`src/rtl/alu_exec_unit.sv`:
```
// Registered execute-stage ALU with valid/ready handshakes on request and result sides.
// Optional iterative shift-add multiply on code 100 is enabled by defining ALU_MUL_EN.
module alu_exec_unit #(
  parameter int WIDTH = 32
) (
  input  logic             clk,
  input  logic             rst_n,
  input  logic             in_valid,
  output logic             in_ready,
  input  logic [2:0]       alu_ctrl,
  input  logic [WIDTH-1:0] op_a,
  input  logic [WIDTH-1:0] op_b,
  output logic             out_valid,
  input  logic             out_ready,
  output logic [WIDTH-1:0] result,
  output logic             zero,
  output logic             illegal
);

  localparam logic [2:0] OP_ADD = 3'b000;
  localparam logic [2:0] OP_SUB = 3'b001;
  localparam logic [2:0] OP_AND = 3'b010;
  localparam logic [2:0] OP_OR  = 3'b011;
  localparam logic [2:0] OP_SLT = 3'b101;
`ifdef ALU_MUL_EN
  localparam logic [2:0] OP_MUL = 3'b100;
  localparam int         CNT_W  = $clog2(WIDTH);
`endif

  typedef enum logic [1:0] {
    ST_IDLE = 2'd0,
`ifdef ALU_MUL_EN
    ST_MUL  = 2'd2,
`endif
    ST_HOLD = 2'd1
  } state_t;

  state_t           state_q, state_d;
  logic [WIDTH-1:0] result_q, result_d;
  logic             zero_q, zero_d;
  logic             illegal_q, illegal_d;
  logic             accept;
`ifdef ALU_MUL_EN
  logic [CNT_W-1:0] cnt_q, cnt_d;
  logic [WIDTH-1:0] acc_q, acc_d;
  logic [WIDTH-1:0] mcand_q, mcand_d;
  logic [WIDTH-1:0] mplier_q, mplier_d;
  logic [WIDTH-1:0] acc_sum;
`endif

  // Single-cycle operation; returns {illegal, result}. Code 100 lands here as illegal
  // only when the multiplier is not built.
  function automatic logic [WIDTH:0] single_op(input logic [2:0] code,
                                               input logic [WIDTH-1:0] a,
                                               input logic [WIDTH-1:0] b);
    logic signed [WIDTH-1:0] sa;
    logic signed [WIDTH-1:0] sb;
    logic [WIDTH-1:0]        r;
    logic                    bad;
    sa  = a;
    sb  = b;
    r   = '0;
    bad = 1'b0;
    case (code)
      OP_ADD:  r = a + b;
      OP_SUB:  r = a - b;
      OP_AND:  r = a & b;
      OP_OR:   r = a | b;
      OP_SLT:  r = {{(WIDTH-1){1'b0}}, (sa < sb)};
      default: bad = 1'b1;
    endcase
    return {bad, r};
  endfunction

  assign in_ready  = (state_q == ST_IDLE) | ((state_q == ST_HOLD) & out_ready);
  assign out_valid = (state_q == ST_HOLD);
  assign result    = result_q;
  assign zero      = zero_q;
  assign illegal   = illegal_q;
  assign accept    = in_valid & in_ready;

  always_comb begin
    logic [WIDTH:0] op_res;
    state_d   = state_q;
    result_d  = result_q;
    zero_d    = zero_q;
    illegal_d = illegal_q;
    op_res    = single_op(alu_ctrl, op_a, op_b);
`ifdef ALU_MUL_EN
    cnt_d     = cnt_q;
    acc_d     = acc_q;
    mcand_d   = mcand_q;
    mplier_d  = mplier_q;
    acc_sum   = acc_q + (mplier_q[0] ? mcand_q : '0);
`endif
    case (state_q)
`ifdef ALU_MUL_EN
      ST_MUL: begin
        acc_d    = acc_sum;
        mcand_d  = mcand_q << 1;
        mplier_d = mplier_q >> 1;
        cnt_d    = cnt_q + 1'b1;
        if (cnt_q == CNT_W'(WIDTH - 1)) begin
          result_d  = acc_sum;
          zero_d    = (acc_sum == '0);
          illegal_d = 1'b0;
          cnt_d     = '0;
          state_d   = ST_HOLD;
        end
      end
`endif
      default: begin
        // IDLE and HOLD share the accept path; HOLD without a new accept drains to IDLE
        if ((state_q == ST_HOLD) && out_ready) state_d = ST_IDLE;
        if (accept) begin
`ifdef ALU_MUL_EN
          if (alu_ctrl == OP_MUL) begin
            acc_d    = '0;
            mcand_d  = op_a;
            mplier_d = op_b;
            cnt_d    = '0;
            state_d  = ST_MUL;
          end else
`endif
          begin
            result_d  = op_res[WIDTH-1:0];
            illegal_d = op_res[WIDTH];
            zero_d    = (op_res[WIDTH-1:0] == '0);
            state_d   = ST_HOLD;
          end
        end
      end
    endcase
  end

  always_ff @(posedge clk or negedge rst_n) begin
    if (!rst_n) begin
      state_q   <= ST_IDLE;
      result_q  <= '0;
      zero_q    <= 1'b0;
      illegal_q <= 1'b0;
`ifdef ALU_MUL_EN
      cnt_q     <= '0;
`endif
    end else begin
      state_q   <= state_d;
      result_q  <= result_d;
      zero_q    <= zero_d;
      illegal_q <= illegal_d;
`ifdef ALU_MUL_EN
      cnt_q     <= cnt_d;
`endif
    end
  end

`ifdef ALU_MUL_EN
  // Partial-product datapath is only meaningful while in MUL, so it needs no reset
  always_ff @(posedge clk) begin
    acc_q    <= acc_d;
    mcand_q  <= mcand_d;
    mplier_q <= mplier_d;
  end
`endif

endmodule

```
`config.mk`:
```
export PLATFORM = sky130hd
export DESIGN_NAME = alu_exec_unit
export DESIGN_NICKNAME = d
export VERILOG_FILES = /design/src/rtl/alu_exec_unit.sv
export SDC_FILE = /design/constraint.sdc
export NUM_CORES = 1
export LEC_CHECK = 0
export BUFFER_PORTS_ARGS = -buffer_cell sky130_fd_sc_hd__buf_4
export CORE_MARGIN = 10
export CORE_UTILIZATION = 45
export DETAILED_ROUTE_END_ITERATION = 6
export PLACE_DENSITY = 0.74
export SYNTH_ARGS = -nofsm -noshare
export SYNTH_HDL_FRONTEND = slang
export SYNTH_SLANG_ARGS = --single-unit
```
`constraint.sdc`:
```
create_clock -name clk -period 6 [get_ports clk]
set_clock_uncertainty 0.15 [all_clocks]
set_input_delay 1.2 -clock clk [delete_from_list [all_inputs] [get_ports clk]]
set_output_delay 1.2 -clock clk [all_outputs]
set_load 0.02 [all_outputs]
```
==> results of run 1 <==
final cells by class:
class | count | area, µm²
Clock buffer | 6 | 129
Clock inverter | 1 | 30.0
Fill cell | 1421 | 6880
Inverter | 89 | 334
Multi-Input combinational cell | 744 | 5270
Sequential cell | 35 | 876
Tap cell | 184 | 230
Timing Repair Buffer | 113 | 848
through the flow:
stage / setup slack, ps / cell area (µm²)
after global placement: 848 / 7550
after detailed placement: 840 / 7550
after floorplan: 1760 / 6700
after CTS: 1110 / 7710
after global routing: 837 / 7710
final: 920 / 7710
kinds of logic after synthesis:
family / after synthesis
buffers and inverters: 142
adder cells (fa/ha/maj): 109
multiplexers: 11
XOR/XNOR: 17
AND/OR/NAND/NOR: 284
AO/OA/AOI/OAI: 323
flip-flops: 35
how the worst min path moves through the flow:
stage | start | slack, ps | cells after the start | endpoint
2_1_floorplan | result[12]$_DFFE_PN0P_ | 440 | 2 | result[12]$_DFFE_PN0P_
3_3_place_gp | result[19]$_DFFE_PN0P_ | 320 | 2 | result[19]$_DFFE_PN0P_
3_5_place_dp | result[12]$_DFFE_PN0P_ | 320 | 2 | result[12]$_DFFE_PN0P_
4_1_cts | result[27]$_DFFE_PN0P_ | 340 | 2 | result[27]$_DFFE_PN0P_
5_1_grt | result[27]$_DFFE_PN0P_ | 360 | 2 | result[27]$_DFFE_PN0P_
6_report | result[21]$_DFFE_PN0P_ | 330 | 2 | result[21]$_DFFE_PN0P_
tightest hold or removal path, delay by kind of cell (launching register included):
family	cells	cell delay [ps]
and+or+nand+nor	1	50
AOI/OAI and AO/OA	1	60
DFF	1	340
placed cells by master, fill, tap and decap left out, types with 5 or more instances in the layout:
master,Yosys,final
buf_4,1,113
ha_1,107,107
inv_1,87,87
a21oi_1,84,84
nand2_1,78,78
nor2_1,76,76
o21ai_0,63,63
dfrtp_1,35,35
a211oi_1,27,27
nor3_1,25,25
a22o_1,17,17
a21o_1,15,15
o21bai_1,15,15
nor4_1,15,15
nand2b_1,13,13
o211ai_1,13,13
nor2b_1,12,12
nand4_1,10,10
o31ai_1,10,10
xor2_1,10,10
o21a_1,9,9
nand3_1,8,8
and2_1,8,8
or3_1,8,8
a31oi_1,7,7
a221oi_1,7,7
xnor2_1,7,7
mux2i_1,5,5
o22ai_1,5,5
mux2_2,5,5
clkbuf_16,0,5
metal layers:
metal / vias up / GRT usage, % / part of all wire [%]
met2: 361 / 31.9 / 44
li1: 3475 / - / -
met5: - / 0 / 0
met4: 0 / 4.20 / 1.7
met1: 3358 / 29.9 / 44
met3: 36 / 5.27 / 10
flip-flops by register name (all words and copies together) (netlist names):
name     cells
result      32
illegal      1
state_q      1
zero         1
cells in the mapped netlist (all sizes together) (15+ instances only):
library cell    n  area share [%]
buf            18             1.4
a21o           15             1.7
a211oi         27             3.0
ha            107              20
a21oi          84             6.3
a22o           17             2.2
dfrtp          35              13
o21ai          65             4.9
nor2           76             4.3
nor4           18             2.0
inv            87             4.9
nor3           25             1.9
clkbuf         35             2.0
nand2          78             4.4
o21bai         15             1.7
power by group:
part           switching (µW)  internal (µW)  total (µW)  leakage (µW)
Clock                    90.1            194         284     0.0000769
Sequential               22.3            267         289      0.000459
Combinational             423            265         687       0.00308
Total                     535            725        1260       0.00361
==> reports/metrics.yaml, run 1 <==
yosys.area_share.adder_pct: 20.6
crit_required_ps: 6060
yosys-mux-area-fraction_pct: 1.92
drtIter0Drc: 835
worstPathCellList: "buf_4 > inv_1 > ha_1 > inv_1 > a221oi_1 > a2111oi_2 > nor4_1 > nor3_1 > a211oi_1 > mux2i_1 > nor4bb_1 > nand4_1 > nor4_2 > a32o_2"
leakagePower_uw: 0.00361
worst_slew_pin_slew_ps: 1080
worstSkewPairLatency_ps: 270
wl_um: 22600
clockBufferDepth: 2
tns_ps: 0
max_stage_delay_ps: 690
reg2reg_slack_ps: 3300
ctsHoldBuffers: 0
ir_worst_vdd_uv: 108
crit_fanout: 12
layout.nets: 1168
drtPass1Iterations: 5
yosysWarnings: 0
placed_cells: 1165
synth_cells: 921
synthSimpleGateAreaFrac_pct: 21.3
ant_nets: 0
timing.rr.end: "zero$_DFFE_PN0P_"
relSlewSlack_pct: 27.6
clkTransAtPathRegs_ps: 50
fin_crit_ps: 5080
io_pins: 107
postCtsSetupRepairBufs: 0
reg2reg_from: "state_q[0]$_DFFE_PN0P_"
chipHeight_um: 142
netlist-cell-type-count: 77
grt_max_degree: 85
synth-async-reset-ratio_pct: 100
hpwl_um: 17900
hold_viol: 0
start_util_pct: 45.9
post-route-util_pct: 52.9
synth.avg_cell_area_um2: 7.27
synthXorXnorAreaFrac_pct: 2.22
cts_tree: "yes"
setup_viol: 0
route.detailed.wl_per_inst_um: 19.3
ys_seq_area_share_pct: 13.1
cp.depth: 14
status: "completed"
grt_setup_unrepaired: "false"
antenna_cells: 0
cts_max_level: 2
rows: 44
dieArea_mm2: 0.0202
cp-end-kind: "register"
overflow: 0
numClockSinks: 35
instances_no_fill: 1172
grt_usage_pct: 21.2
io_buffer_count: 106
gp_congestion: 0.997
synth_compound_area_share_pct: 32.6
synth_nets: 1101
drive_gt1_share_pct: 14.9
worstSetupStartpoint: "op_b[5]"
cts_resized: 0
maxSlewViolCount: 0
cts_root_buf: "clkbuf_16"
power_uw: 1260
cts_made_buffers: 5
endpoint: "zero$_DFFE_PN0P_"
hold_path.class: "reg -> reg"
hold_ws_ps: 332
startpoint_type: "input pin"
vias: 7230
worst-path-buf-inv: 3
grt_pass1_vias: 6651
pwr_density_cell_mw_per_mm2: 163
crit_family: "compound AO/OA/AOI/OAI gates"
r2r_cells: 9
finalCritPeriodShare_pct: 84.7
synth-main-ff-cell: "dfrtp_1"
via_per_inst: 6.17
ys_seq_elements: 35
drcViolationCount: 0
core_mm2: 0.0146
area_growth_pct: 15.1
synth_edf_count: 0
crit_arrival_ps: 5140
crit_slowest_cell: "a221oi_1"
crit_path_frequent_cell: "inv_1"
grt_antenna_before_repair: 0
drv_cap: 0
fmax_ghz: 0.197
synth_top_family_by_area: "compound AO/OA/AOI/OAI gates"
chipWidth_um: 142
grt_first_pass_wirelength_um: 35800
synth_area_mm2: 0.00670
path_class: "in -> reg"
(Power assumes the default switching activity.)
==> run 2, diff against run 1 <==
Clock period 6 ns to 4.96 ns, I/O delays scaled along.
==> run 2 against run 1 <==
  * Combinational power grew 24%
  * Sequential power is 20% higher
  * Worst hold slack gained 1.2 ps
  * Largest power group unchanged
  * Count of clock-buffer cells in the layout fell by 1
  * Worst setup slack lost 580 ps
  * Sequential cell count unchanged
  * Total power increased by 22%
==> reports/metrics.yaml, run 2 (same netlist as run 1, synthesis figures left out) <==
hold_path.class: "reg -> reg"
fmax_ghz: 0.216
clkTransAtPathRegs_ps: 50  # about the same
reg2reg_from: "state_q[0]$_DFFE_PN0P_"
dieArea_mm2: 0.0202  # unchanged
path_class: "in -> reg"
ir_worst_vdd_uv: 136  # +26%
grt_antenna_before_repair: 0  # unchanged
cp-end-kind: "register"
grt_max_degree: 36  # -58%
cts_max_level: 2  # unchanged
postCtsSetupRepairBufs: 0  # unchanged
grt_usage_pct: 21.5  # +0.24 points
r2r_cells: 9  # unchanged
area_growth_pct: 16.6
mostFrequentLayoutCells: "126 x buf_4, 107 x ha_1, 87 x inv_1"
hold_start: "result[8]$_DFFE_PN0P_"
hold_depth: 2  # unchanged
worst_slew_pin_slew_ps: 759  # -324 ps
power.internal_uw: 888  # +22%
crit_arrival_ps: 4690  # -450 ps
crit_fanout: 12  # unchanged
gp_congestion: 1.01  # +0.98%
chipWidth_um: 142  # unchanged
cts_resized: 0  # unchanged
hold_viol: 0  # unchanged
pwr-share-clk_pct: 22.3  # -0.2 points
fin_crit_ps: 4620
grt_first_pass_wirelength_um: 36300  # +1.5%
cts_tree: "yes"
ant_nets: 0  # unchanged
drtIter0Drc: 900  # +7.8%
max_stage_delay_ps: 690  # about the same
worstSkewPairLatency_ps: 280  # about the same
placed_cells: 1178  # +1.1%
clockBufferDepth: 2  # unchanged
worstPathCellList: "buf_4 > inv_1 > ha_1 > inv_1 > a221oi_1 > a2111oi_2 > nor4_1 > nor3_1 > a211oi_1 > mux2i_1 > nor4bb_1 > nand4_1 > nor4_2 > a32o_2"
power_uw: 1540  # +22%
drive_gt1_share_pct: 16.1  # +1.2 points
finalCritPeriodShare_pct: 93.1
status: "completed"
instances_no_fill: 1185  # +1.1%
startpoint_type: "input pin"
reg2reg_slack_ps: 2260  # -1040 ps
largest_register_ffs: 32  # unchanged
comb_power_share_pct: 55.1  # +0.6 points
cts_root_buf: "clkbuf_16"
worst_hold_path.endpoint: "result[8]$_DFFE_PN0P_"
via_per_inst: 6.15  # -0.37%
ctsHoldBuffers: 0  # unchanged
crit_slowest_cell: "a221oi_1"
io_pins: 107  # unchanged
start_util_pct: 45.9  # unchanged
crit_required_ps: 5030  # -1030 ps
antenna_cells: 0  # unchanged
drv_cap: 0  # unchanged
timing.rr.end: "zero$_DFFE_PN0P_"
pwr_density_cell_mw_per_mm2: 197  # +21%
cts_made_buffers: 5  # unchanged
p_switching_uw: 655  # +22%
finalWorstSetupSlack_ps: 341  # -580 ps
numClockSinks: 35  # unchanged
relSlewSlack_pct: 48.1  # +20 points
switching_share_pct: 42.4  # about the same
grt_setup_unrepaired: "false"
maxSlewViolCount: 0  # unchanged
io_buffer_count: 106  # unchanged
rows: 44  # unchanged
wl_um: 22800  # +0.86%
route.detailed.wl_per_inst_um: 19.2  # -0.25%
chipHeight_um: 142  # unchanged
setup_viol: 0  # unchanged
drcViolationCount: 0  # unchanged
layout.nets: 1181  # +1.1%
leakagePower_uw: 0.00368  # +1.7%
layout_commonest_cell: "buf_4"
crit_path_frequent_cell: "inv_1"
core_mm2: 0.0146  # unchanged
hpwl_um: 18500  # +3.2%
power_frac_seq_pct: 22.6  # -0.3 points
vias: 7283  # +0.73%
grt_pass1_vias: 6858  # +3.1%
tns_ps: 0  # unchanged
place_ws_ps: 156  # -685 ps
overflow: 0  # unchanged
drtPass1Iterations: 6  # +1
-- run 2: cell types whose count changed in the layout (fill, tap and decap cells not counted), sizes merged --
cell and delta:
clkbuf -1, buf +13, clkinvlp +1
-- run 2: how the worst max path moves through the flow --
stage                 start                to  slack (ps)  cells after the start
floorplan           op_a[0]  zero$_DFFE_PN0P_         930                     14
global placement    op_a[5]  zero$_DFFE_PN0P_         190                     14
detailed placement  op_b[5]  zero$_DFFE_PN0P_         160                     14
CTS                 op_b[5]  zero$_DFFE_PN0P_         430                     14
global route        op_b[5]  zero$_DFFE_PN0P_          30                     14
finish              op_b[5]  zero$_DFFE_PN0P_         340                     14
-- run 2: stage by stage --
step           instance area [µm²]  utilization (%)  hold WS, ps
2_1_floorplan                 6700                -          440
3_3_place_gp                  7650             52.5          314
3_5_place_dp                  7650             52.5          321
4_1_cts                       7820             53.6          334
5_1_grt                       7820             53.6          365
6_report                      7820             53.6          333
-- run 2: critical path: cells and delay by family --
family	cells	cell delay, ps
muxes	1	290
and+or+nand+nor	5	1080
buffers and inverters	3	300
adders and majority gates	1	560
AOI/OAI and AO/OA	4	1450
-- run 2: layout make-up --
| cell class | count | area, µm² |
|---|---|---|
| tap | 184 | 230 |
| sequential | 35 | 876 |
| clock buffer | 5 | 125 |
| timing repair buffer | 126 | 946 |
| multi-input combinational | 744 | 5270 |
| clock inverter | 2 | 37.5 |
| fill | 1424 | 6770 |
| inverter | 89 | 334 |
-- run 2: routing by layer --
layer	part of all wire (%)	wire length [µm]	GRT usage, %	up-vias
met2	44	9950	33.2	376
met5	0	0	0	-
met1	46	10400	31.0	3391
li1	-	-	-	3492
met4	1.1	258	3.34	0
met3	9.6	2180	3.34	24
-- run 2: power by group through the flow --
stage	Combinational (µW)	Clock (µW)	Sequential (µW)
final	849	344	348
after global routing	925	356	352
after CTS	835	347	348
after detailed placement	830	0	353
after global placement	823	0	351
after floorplan	493	0	392
